**config.mk**
```make
export PLATFORM = sky130hd
export DESIGN_NAME = delta_phase_mc
export DESIGN_NICKNAME = d
export VERILOG_FILES = /design/src/rtl/delta_phase_mc.sv
export SDC_FILE = /design/constraint.sdc
export NUM_CORES = 1
export LEC_CHECK = 0
export ABC_AREA = 1
export CAP_MARGIN = 15
export CELL_PAD_IN_SITES_DETAIL_PLACEMENT = 0
export CELL_PAD_IN_SITES_GLOBAL_PLACEMENT = 2
export CORE_MARGIN = 2
export CORE_UTILIZATION = 39
export CTS_BUF_LIST = sky130_fd_sc_hd__clkbuf_2 sky130_fd_sc_hd__clkbuf_4 sky130_fd_sc_hd__clkbuf_8
export DETAILED_ROUTE_END_ITERATION = 8
export PLACE_DENSITY = 0.95
export SLEW_MARGIN = 20
export SYNTH_ARGS = -nofsm -noshare
export SYNTH_HDL_FRONTEND = slang
export SYNTH_SLANG_ARGS = --single-unit
```
**constraint.sdc**
```tcl
create_clock -name clk -period 5.8 [get_ports clk]
set_clock_uncertainty 0.2 [all_clocks]
set_input_delay 1.16 -clock clk [delete_from_list [all_inputs] [get_ports clk]]
set_output_delay 1.16 -clock clk [all_outputs]
set_load 0.005 [all_outputs]
```
**src/rtl/delta_phase_mc.sv**
```systemverilog
// delta_phase_mc: multi-channel, time-interleaved phase differentiator.
// For every accepted sample it emits the phase increment against the sample
// LAG positions earlier on the same channel, one cycle later.
// Ports:
//   clk, reset (async active-low), clr (sync history clear)
//   in_valid / in_ch / theta       : input sample stream
//   out_valid / out_ch / delta_theta / out_first : registered result
//   err_ch                          : sticky out-of-range channel flag
module delta_phase_mc #(
  parameter int unsigned W    = 18,
  parameter int unsigned NCH  = 4,
  parameter int unsigned LAG  = 1,
  parameter int unsigned WRAP = 1,
  localparam int unsigned CW  = (NCH > 1) ? $clog2(NCH) : 1
) (
  input  logic                clk,
  input  logic                reset,
  input  logic                clr,
  input  logic                in_valid,
  input  logic [CW-1:0]       in_ch,
  input  logic signed [W-1:0] theta,
  output logic                out_valid,
  output logic [CW-1:0]       out_ch,
  output logic signed [W-1:0] delta_theta,
  output logic                out_first,
  output logic                err_ch
);

  localparam int unsigned PW = $clog2(LAG + 1);

  logic signed [W-1:0] hist_q [NCH][LAG];
  logic signed [W-1:0] hist_d [NCH][LAG];
  logic [PW-1:0]       prime_q [NCH];
  logic [PW-1:0]       prime_d [NCH];

  logic                out_valid_q, out_valid_d;
  logic [CW-1:0]       out_ch_q, out_ch_d;
  logic signed [W-1:0] delta_q, delta_d;
  logic                first_q, first_d;
  logic                err_q, err_d;

  logic                ch_ok;
  logic                acc;
  logic signed [W-1:0] sel_old;
  logic                sel_primed;
  logic [W:0]          diff;
  logic [W-1:0]        diff_f;

  // Next-state: history shift, prime counters and output payload
  always_comb begin
    hist_d      = hist_q;
    prime_d     = prime_q;
    out_valid_d = 1'b0;
    out_ch_d    = out_ch_q;
    delta_d     = delta_q;
    first_d     = first_q;
    err_d       = err_q;
    sel_old     = '0;
    sel_primed  = 1'b0;

    ch_ok = (32'(in_ch) < NCH);
    acc   = in_valid & ch_ok & ~clr;

    // Oldest tap and priming state of the addressed channel
    for (int unsigned c = 0; c < NCH; c++) begin
      if (32'(in_ch) == c) begin
        sel_old    = hist_q[c][LAG-1];
        sel_primed = (32'(prime_q[c]) >= LAG);
      end
    end

    // Extended difference; overflow shows as disagreement of the top two bits
    diff = {theta[W-1], theta} - {sel_old[W-1], sel_old};
    if (WRAP != 0) begin
      diff_f = diff[W-1:0];
    end else if (diff[W] != diff[W-1]) begin
      diff_f = diff[W] ? {1'b1, {(W-1){1'b0}}} : {1'b0, {(W-1){1'b1}}};
    end else begin
      diff_f = diff[W-1:0];
    end

    if (clr) begin
      for (int unsigned c = 0; c < NCH; c++) begin
        prime_d[c] = '0;
        for (int unsigned l = 0; l < LAG; l++) begin
          hist_d[c][l] = '0;
        end
      end
      out_ch_d = '0;
      delta_d  = '0;
      first_d  = 1'b0;
      err_d    = 1'b0;
    end else if (in_valid && !ch_ok) begin
      err_d = 1'b1;
    end else if (acc) begin
      out_valid_d = 1'b1;
      out_ch_d    = in_ch;
      if (sel_primed) begin
        delta_d = diff_f;
        first_d = 1'b0;
      end else begin
        delta_d = '0;
        first_d = 1'b1;
      end
      for (int unsigned c = 0; c < NCH; c++) begin
        if (32'(in_ch) == c) begin
          if (!sel_primed) begin
            prime_d[c] = prime_q[c] + PW'(1);
          end
          for (int unsigned l = 1; l < LAG; l++) begin
            hist_d[c][l] = hist_q[c][l-1];
          end
          hist_d[c][0] = theta;
        end
      end
    end
  end

  // State register
  always_ff @(posedge clk or negedge reset) begin
    if (!reset) begin
      for (int unsigned c = 0; c < NCH; c++) begin
        prime_q[c] <= '0;
        for (int unsigned l = 0; l < LAG; l++) begin
          hist_q[c][l] <= '0;
        end
      end
      out_valid_q <= 1'b0;
      out_ch_q    <= '0;
      delta_q     <= '0;
      first_q     <= 1'b0;
      err_q       <= 1'b0;
    end else begin
      hist_q      <= hist_d;
      prime_q     <= prime_d;
      out_valid_q <= out_valid_d;
      out_ch_q    <= out_ch_d;
      delta_q     <= delta_d;
      first_q     <= first_d;
      err_q       <= err_d;
    end
  end

  assign out_valid   = out_valid_q;
  assign out_ch      = out_ch_q;
  assign delta_theta = delta_q;
  assign out_first   = first_q;
  assign err_ch      = err_q;

endmodule

```
==> out/summary.txt, run 1 <==
Port Buffers - 45
Avg Synthesized Cell Area - 8.29 sq um
First-pass DRT Iterations - 5
Synth top area share - 46.8%
Hold Path Class - flop to flop
Num Clock Sinks - 98
crit-path cells - clkdlybuf4s50_1 > inv_2 > nor2_2 > inv_2 > o22ai_1 > inv_1 > nand3_1 > fa_1 > o21ai_0 > nand2_1 > nand2_1 > nand2_1 > nand2_1 > nand2_1 > nand3_1 > nand2_1
RePlAce Congestion - 0.876
Post-synth EDFFs - 0
critical path's slowest cell - clkdlybuf4s50_1
post-synthesis cell type count - 34
Synth top cells by count - 157 x nand2_1, 98 x dfrtp_1, 82 x inv_1
Pwr per Cell Area - 246 nW/um^2
clock slew seen by the registers of the worst setup and hold paths - 0.09 ns
ranking of synthesized cells by area - dfrtp_1 47%, nand2_1 11%, mux2_2 6.4%
H-tree lvl count - 3
Worst Tran Pin Value - 0.947 ns
TritonCTS clock tree - built
r2r endpoint - delta_theta[14]
Synth Net Count - 674
endpoints failing setup - 0
die width - 120 microns
first-pass GRT wire length - 23.2 mm
WHS - 0.288 ns
initial core utilization - 39.7%
main flop type after synthesis - dfrtp_1
post-DP HPWL - 10.3 mm
vias in the first global route - 4254
worst r2r src - hist_q[36]
antenna fix cells - 0
HP Start - delta_theta[14]
WL final - 14.5 mm
Setup Buffers After CTS - 0
nets - 716
Hold Violations, Final - 0
Min-Delay Endpoint - delta_theta[14]
max-slew violations - 0
die height - 120 microns
Highest Clock Rate - 246 MHz
Leak - 2.79 nW
Rel. slew slack - 36.9%
most frequent cell after synthesis - nand2_1
die area - 14400 sq um
Rows - 42
worst endpoint data arrival time - 4.13 ns
Critical Path End Type - flop
WP data required - 5.88 ns
total grt overflow - 0
Remaining DRCs - 0
initial antenna violation count - 0
Area growth, synth to finish - 14.9%
worst reg-to-reg path cell count - 12
post-synth top area cell - dfrtp_1
period utilization - 70.0%
hold depth - 2
# Max-Cap Violations - 0
FF-to-FF setup slack - 3.23 ns
Root Buffer - clkbuf_8
vias per cell - 5.16
post-CTS resize count - 0
Routed Antenna Nets - 0
CTS Buf Count - 9
Synthesis Warnings - 0
Total GRT Usage - 21.1%
unrepaired setup endpoints after global routing - false
worst vdd ir - 113 uV
Seq cells post-synth - 98
TNS Setup - 0 ns
average routed wire per standard cell - 17.0 microns
Vias - 4412
kind of start point of the critical path - input port
CP Max Fanout - 16
Worst path most repeated cell - nand2_1
Ports - 47
crit path time final - 4.06 ns
clock latency on the worst-skew pair - 0.39 ns
Crit Path Class - input port to flop
CORE AREA - 13200 sq um
synthesized instance count - 632
CP max stage delay - 0.56 ns
post-synthesis instance area - 5240 sq um
Starting DRT DRC Count - 261
pin count of the biggest net entering global routing - 57
post-synthesis sequential area ratio - 46.8%
CTS Buffer Depth - 2
layout cells sized above 1 - 10.3%
status - complete, no violations
async set or reset register ratio after synthesis - 100%
hold buffers post-CTS - 0
==> per-stage QoR <==
stage          util (%)  area (sq um)  instances  power [mW]  worst slack [ns]
3_3_place_gp       44.3          5840        839        1.06              1.37
5_1_grt            45.7          6020        855        1.56              1.41
6_report           45.7          6020        855        1.48              1.74
4_1_cts            45.7          6020        855        1.49              1.73
2_1_floorplan         -          5240        632       0.947              2.34
3_5_place_dp       44.3          5840        839        1.06              1.31
==> area by class of cell <==
type | instances | area (sq um)
fill | 1305 | 7170
tap | 176 | 220
multi-input combinational | 426 | 2360
sequential | 98 | 2450
clock inverter | 4 | 26.3
timing repair buffer | 49 | 478
clock buffer | 12 | 153
inverter | 90 | 338
==> routing by layer <==
metal	vias to the layer above	track usage [%]	part of all wire, %	wire, microns
met5	-	0	0	0
li1	2148	-	-	-
met2	110	33.6	47	6850
met4	0	8.31	1.9	283
met1	2139	28.9	47	6790
met3	15	3.14	4.2	603
==> critical path: cells and delay by family <==
family / cells / cell delay [ns]
adder cells (fa/ha/maj): 1 / 0.46
AND/OR/NAND/NOR: 9 / 0.77
buffers and inverters: 4 / 1.22
AO/OA/AOI/OAI: 2 / 0.48
==> logic make-up (layout without fill, tap and decap cells) <==
kind of cell	after synthesis	in the layout	synth area share [%]
fa+ha+maj	18	18	4.44
xor+xnor	3	3	0.502
buf+inv	108	155	8.24
mux	32	32	6.88
compound gates	126	126	13.8
other cells	1	1	0.0716
simple gates	246	246	19.3
flops	98	98	46.8
==> cell usage in the layout (no fill, tap or decap), types with 2 or more instances in the layout <==
cell | Yosys | layout
clkbuf_8 | 0 | 10
nand2_2 | 2 | 2
nor2_2 | 4 | 4
inv_1 | 82 | 82
nor3_1 | 4 | 4
o22ai_1 | 25 | 25
nand3b_1 | 7 | 7
xnor2_1 | 2 | 2
clkbuf_4 | 0 | 2
a221oi_1 | 6 | 6
clkdlybuf4s50_1 | 0 | 44
mux2_2 | 30 | 30
buf_4 | 3 | 5
nand3_1 | 20 | 20
o21ai_0 | 58 | 58
nand2_1 | 157 | 157
o21ai_1 | 4 | 4
a21oi_1 | 27 | 27
o21ai_4 | 2 | 2
o21ai_2 | 2 | 2
clkinv_2 | 0 | 2
nor2_1 | 49 | 49
ha_1 | 17 | 17
dfrtp_1 | 98 | 98
inv_2 | 7 | 7
nor2_4 | 2 | 2
mux2_1 | 2 | 2
==> how the worst max path moves through the flow <==
stage | slack, ns | end | start
detailed placement | 1.31 | delta_theta[12] | in_ch[0]
global route | 1.41 | delta_theta[12] | in_ch[0]
CTS | 1.73 | delta_theta[12] | in_ch[0]
global placement | 1.37 | delta_theta[12] | in_ch[0]
finish | 1.74 | delta_theta[14] | in_ch[0]
floorplan | 2.34 | delta_theta[12] | in_ch[0]
==> flip-flops by register name (all words and copies together), names as in the netlist <==
signal	cells
hist_q	72
out_ch	2
out_first	1
delta_theta	18
prime_q	4
out_valid	1
==> report_power, final <==
| group | total, mW | switching, mW | internal, mW |
|---|---|---|---|
| combinational | 0.312 | 0.195 | 0.117 |
| sequential | 0.739 | 0.0184 | 0.721 |
| clock | 0.431 | 0.253 | 0.178 |
Note: power is estimated with default switching activity, not from simulation.
==> run 2, diff against run 1 <==
Settings changed: CORE_UTILIZATION 39 to 33, PLACE_DENSITY 0.95 to 0.88.
Clock period 5.8 ns to 3.6 ns, I/O delays scaled along.
==> run 2 against run 1 <==
Critical path depth is 1 lower. Clock power increased by 57%. Via count increased by 1.0%. Final cell count up 7.1%. Design area is 3.8% higher. Die area rose by 18%. Worst setup slack got worse by 1.4 ns. Total power is 62% higher. First-iteration DRC count up 16%. Global-route usage shrank 3.1 points. Critical endpoint is now delta_theta[17].
==> out/summary.txt, run 2 (synthesis results as in run 1) <==
Remaining DRCs - 0
Largest register FFs - 72
period utilization - 89.7%
Routed Antenna Nets - 0
initial antenna violation count - 0
WP data required - 3.68 ns
worst vdd ir - 178 uV
status - complete, no violations
initial core utilization - 33.3%
First-pass DRT Iterations - 5
hold buffers post-CTS - 0
die area - 16900 sq um
Rows - 46
combinational share of power - 22.1%
Leak - 2.89 nW
clock latency on the worst-skew pair - 0.38 ns
first-pass GRT wire length - 23.7 mm
fill count - 1577
Sw Share - 30.8%
RePlAce Congestion - 0.878
CP Max Fanout - 12
clock slew seen by the registers of the worst setup and hold paths - 0.09 ns
Port Buffers - 45
Root Buffer - clkbuf_8
Biggest register - hist_q
Non-Filler Instances - 916
crit path time final - 3.23 ns
TritonCTS clock tree - built
Pwr per Cell Area - 384 nW/um^2
Highest Clock Rate - 310 MHz
Area growth, synth to finish - 19.3%
average routed wire per standard cell - 15.5 microns
CORE AREA - 15700 sq um
nets - 738
pin count of the biggest net entering global routing - 51
critical path's slowest cell - clkdlybuf4s50_1
CP max stage delay - 0.49 ns
endpoints failing setup - 0
die width - 130 microns
crit-path cells - clkdlybuf4s50_1 > nor2_1 > inv_2 > buf_12 > o22ai_1 > o22ai_1 > ha_1 > nand2_1 > inv_1 > a21oi_1 > nand3_1 > nand2_1 > nand3_1 > nand3_1 > nand2_1
Worst Tran Pin Value - 0.787 ns
vias per cell - 4.86
kind of start point of the critical path - input port
Hold Violations, Final - 0
antenna fix cells - 0
unrepaired setup endpoints after global routing - false
post-DP HPWL - 10.7 mm
CTS Buf Count - 9
max-slew violations - 0
clock share of power - 28.3%
Starting DRT DRC Count - 303
total grt overflow - 0
Total GRT Usage - 18.0%
Critical Path End Type - flop
Rel. slew slack - 47.5%
Ports - 47
WHS - 0.152 ns
worst path bufs/invs - 4
worst endpoint data arrival time - 3.31 ns
layout cells sized above 1 - 13.0%
area of the multi-input gates - 2360 sq um
Hold Path Class - input port to asynchronous set/reset pin
Flop pwr share - 49.6%
Setup Buffers After CTS - 0
Num Clock Sinks - 98
# Max-Cap Violations - 0
CTS Buffer Depth - 2
commonest non-fill, non-tap cell in the layout - nand2_1
Vias - 4456
sw power - 0.738 mW
Crit Path Class - input port to flop
WL final - 14.2 mm
die height - 130 microns
vias in the first global route - 4496
most frequent cells in the layout - 157 x nand2_1, 98 x dfrtp_1, 82 x inv_1
post-placement cell count - 901
Internal Power - 1.66 mW
Storage cell area - 2450 sq um
CP delay by family, top - buffers and inverters
post-CTS resize count - 0
H-tree lvl count - 3
[run 2: cell types whose count changed in the layout (fill, tap and decap cells not counted), sizes merged]
| cell | delta |
|---|---|
| buf | +22 |
| clkbuf | -1 |
[run 2: metal layers]
layer  GRT usage [%]  vias up  wire length, microns
met4            6.51        0                   261
met3            2.05       17                   471
li1                -     2189                     -
met2            29.4      100                  6760
met1            24.9     2150                  6740
met5               0        -                     0
[run 2: worst paths after layout]
kind / end / slack [ns] / startpoint / cells after the start
max: delta_theta[17] / 0.37 / in_ch[1] / 15
min: out_valid / 0.15 / reset / 1
max reg2reg: delta_theta[16] / 1.15 / hist_q[36] / 12
min reg2reg: delta_theta[11] / 0.28 / delta_theta[11] / 2
max in group asynchronous: hist_q[68] / 2.23 / reset / 2
min in group clk: delta_theta[11] / 0.28 / delta_theta[11] / 2
[run 2: power by group through the flow]
stage / clock (mW) / sequential, mW / combinational [mW]
final: 0.678 / 1.19 / 0.529
after CTS: 0.709 / 1.19 / 0.532
after global placement: 0 / 1.21 / 0.526
after floorplan: 0 / 1.21 / 0.320
after detailed placement: 0 / 1.21 / 0.530
after global routing: 0.744 / 1.20 / 0.598
[run 2: cell type report]
class / instances / share of cell area, %
Clock inverter: 4 / 0.420
Inverter: 90 / 5.41
Tap cell: 216 / 4.32
Clock buffer: 11 / 2.42
Timing Repair Buffer: 71 / 10.5
Multi-Input combinational cell: 426 / 37.7
Sequential cell: 98 / 39.2
[run 2: through the flow]
step / instance area, sq um / util, % / total power [mW] / setup WS (ns) / setup TNS (ns)
2_1_floorplan: 5240 / - / 1.53 / 0.584 / 0
3_3_place_gp: 6070 / 38.6 / 1.74 / 0.0179 / 0
3_5_place_dp: 6070 / 38.6 / 1.74 / -0.000799 / -0.000799
4_1_cts: 6250 / 39.8 / 2.43 / 0.409 / 0
5_1_grt: 6250 / 39.8 / 2.54 / 0.105 / 0
6_report: 6250 / 39.8 / 2.40 / 0.369 / 0
==> run 3, diff against run 2 <==
Settings changed: CORE_UTILIZATION 33 to 36, PLACE_DENSITY 0.88 to 0.91.
Clock period 3.6 ns to 3.05 ns, I/O delays scaled along.
==> run 3 against run 2 <==
Via count grew 2.0%. Sequential share of layout area shrank 2.0 points. Core utilization grew 6.1 points. Clock-buffer cell count grew 2. Combinational power grew 35%. Wire length shrank 0.80%. Clock power grew 20%. Sequential power grew 18%. Die area shrank 8.1%. Largest cell class unchanged. First-iteration DRC count shrank 15%. Critical path depth is the same. Total power grew 22%. Largest power group unchanged.
==> out/summary.txt, run 3 (synthesis results as in run 1) <==
Starting DRT DRC Count - 258
H-tree lvl count - 3
Remaining DRCs - 0
crit path time final - 2.76 ns
WP data required - 3.12 ns
Finished Cell Area - 6590 sq um
Ports - 47
Total GRT Usage - 18.5%
vias per cell - 4.94
average routed wire per standard cell - 15.3 microns
Crit Path Class - input port to flop
Storage cell area - 2450 sq um
initial core utilization - 36.5%
Rows - 44
worst r2r src - hist_q[57]
clock latency on the worst-skew pair - 0.37 ns
hold buffers post-CTS - 0
Root Buffer - clkbuf_8
Vias - 4543
Largest register FFs - 72
nets - 775
Final Util - 45.8%
placed inst area - 6340 sq um
endpoints failing setup - 0
kind of start point of the critical path - input port
pin count of the biggest net entering global routing - 56
Num Clock Sinks - 98
worst endpoint data arrival time - 2.83 ns
die area - 15500 sq um
total grt overflow - 0
WHS - 0.0811 ns
vias in the first global route - 4600
Critical Path Source - in_ch[1]
Rel. slew slack - 52.3%
Hold Path Class - input port to asynchronous set/reset pin
Biggest register - hist_q
Area growth, synth to finish - 25.7%
post-DP HPWL - 10.8 mm
Routed Antenna Nets - 0
post-placement cell count - 905
fill count - 1367
Leak - 3.12 nW
most frequent cells in the layout - 156 x nand2_1, 98 x dfrtp_1, 82 x inv_1
clock slew seen by the registers of the worst setup and hold paths - 0.09 ns
Non-Filler Instances - 920
TritonCTS clock tree - built
unrepaired setup endpoints after global routing - false
CTS Buf Count - 9
CORE AREA - 14400 sq um
FF-to-FF setup slack - 0.70 ns
First-pass DRT Iterations - 4
initial antenna violation count - 0
period utilization - 90.5%
max-slew violations - 0
die height - 125 microns
Critical Path End Type - flop
Pwr per Cell Area - 446 nW/um^2
layout cells sized above 1 - 18.6%
RePlAce Congestion - 0.869
# Max-Cap Violations - 0
Worst Tran Pin Value - 0.716 ns
Port Buffers - 45
area of the multi-input gates - 2410 sq um
status - complete, no violations
CP Max Fanout - 10
TNS Setup - 0 ns
worst reg-to-reg path cell count - 15
Highest Clock Rate - 362 MHz
r2r endpoint - delta_theta[17]
antenna fix cells - 0
WL final - 14.1 mm
die width - 125 microns
worst vdd ir - 180 uV
commonest non-fill, non-tap cell in the layout - nand2_1
CTS Buffer Depth - 2
first-pass GRT wire length - 23.1 mm
Hold Violations, Final - 0
-- run 3: cell types whose count changed in the layout (fill, tap and decap cells not counted), moves of 2 or more --
cell | previous run | this run
buf_4 | 26 | 60
buf_12 | 1 | 4
a21oi_1 | 27 | 25
a21oi_2 | 0 | 2
a221oi_1 | 6 | 4
a221oi_2 | 0 | 2
clkdlybuf4s50_1 | 44 | 42
clkinv_2 | 2 | 0
dlymetal6s2s_1 | 0 | 2
nor2_1 | 49 | 47
o22ai_1 | 25 | 23
o22ai_2 | 0 | 2
-- run 3: final cells by class --
class,instances,share of cell area [%]
Sequential cell,98,37.2
Multi-Input combinational cell,426,36.5
Timing Repair Buffer,108,14.8
Inverter,90,5.17
Tap cell,184,3.50
Clock buffer,13,2.62
Clock inverter,1,0.133
-- run 3: critical path: stages --
cell and delay (ns):
dlymetal6s2s_1 0.19, nor2_2 0.17, inv_2 0.12, buf_12 0.15
o22ai_1 0.22, o22ai_1 0.12, ha_1 0.36, nand2_1 0.15
inv_1 0.09, a21oi_2 0.20, nand3_2 0.15, nand2_1 0.10
nand3_1 0.07, nand3_1 0.09, nand2_1 0.05
-- run 3: per-layer routing --
layer	share of wire [%]	global-route usage, %	vias to the layer above
met4	2.4	8.13	0
met3	2.3	1.93	20
li1	-	-	2260
met5	0	0	-
met1	48	25.5	2177
met2	47	29.6	86
-- run 3: timing repair --
item,CTS,global route
gates cloned,0,0
setup endpoints to repair,6,14
setup buffers,0,1
pin swaps,0,4
gates resized for setup,5,10
-- run 3: report_power, final --
group          internal [mW]  total [mW]  switching [mW]
Combinational          0.322       0.714           0.392
Clock                  0.368       0.815           0.447
Sequential              1.37        1.41          0.0348
Total                   2.06        2.93           0.874
-- run 3: worst max-delay path by stage --
stage	to	slack, ns	cells past startpoint
finish	delta_theta[17]	0.29	15
global route	delta_theta[16]	0.11	18
CTS	delta_theta[17]	0.003	15
detailed placement	delta_theta[17]	-0.53	15
global placement	delta_theta[17]	-0.53	15
floorplan	delta_theta[12]	0.14	15
-- run 3: through the flow --
stage | worst slack [ns] | total power, mW
3_3_place_gp | -0.533 | 2.12
2_1_floorplan | 0.144 | 1.80
6_report | 0.290 | 2.93
4_1_cts | 0.00337 | 2.96
3_5_place_dp | -0.534 | 2.13
5_1_grt | 0.110 | 3.10
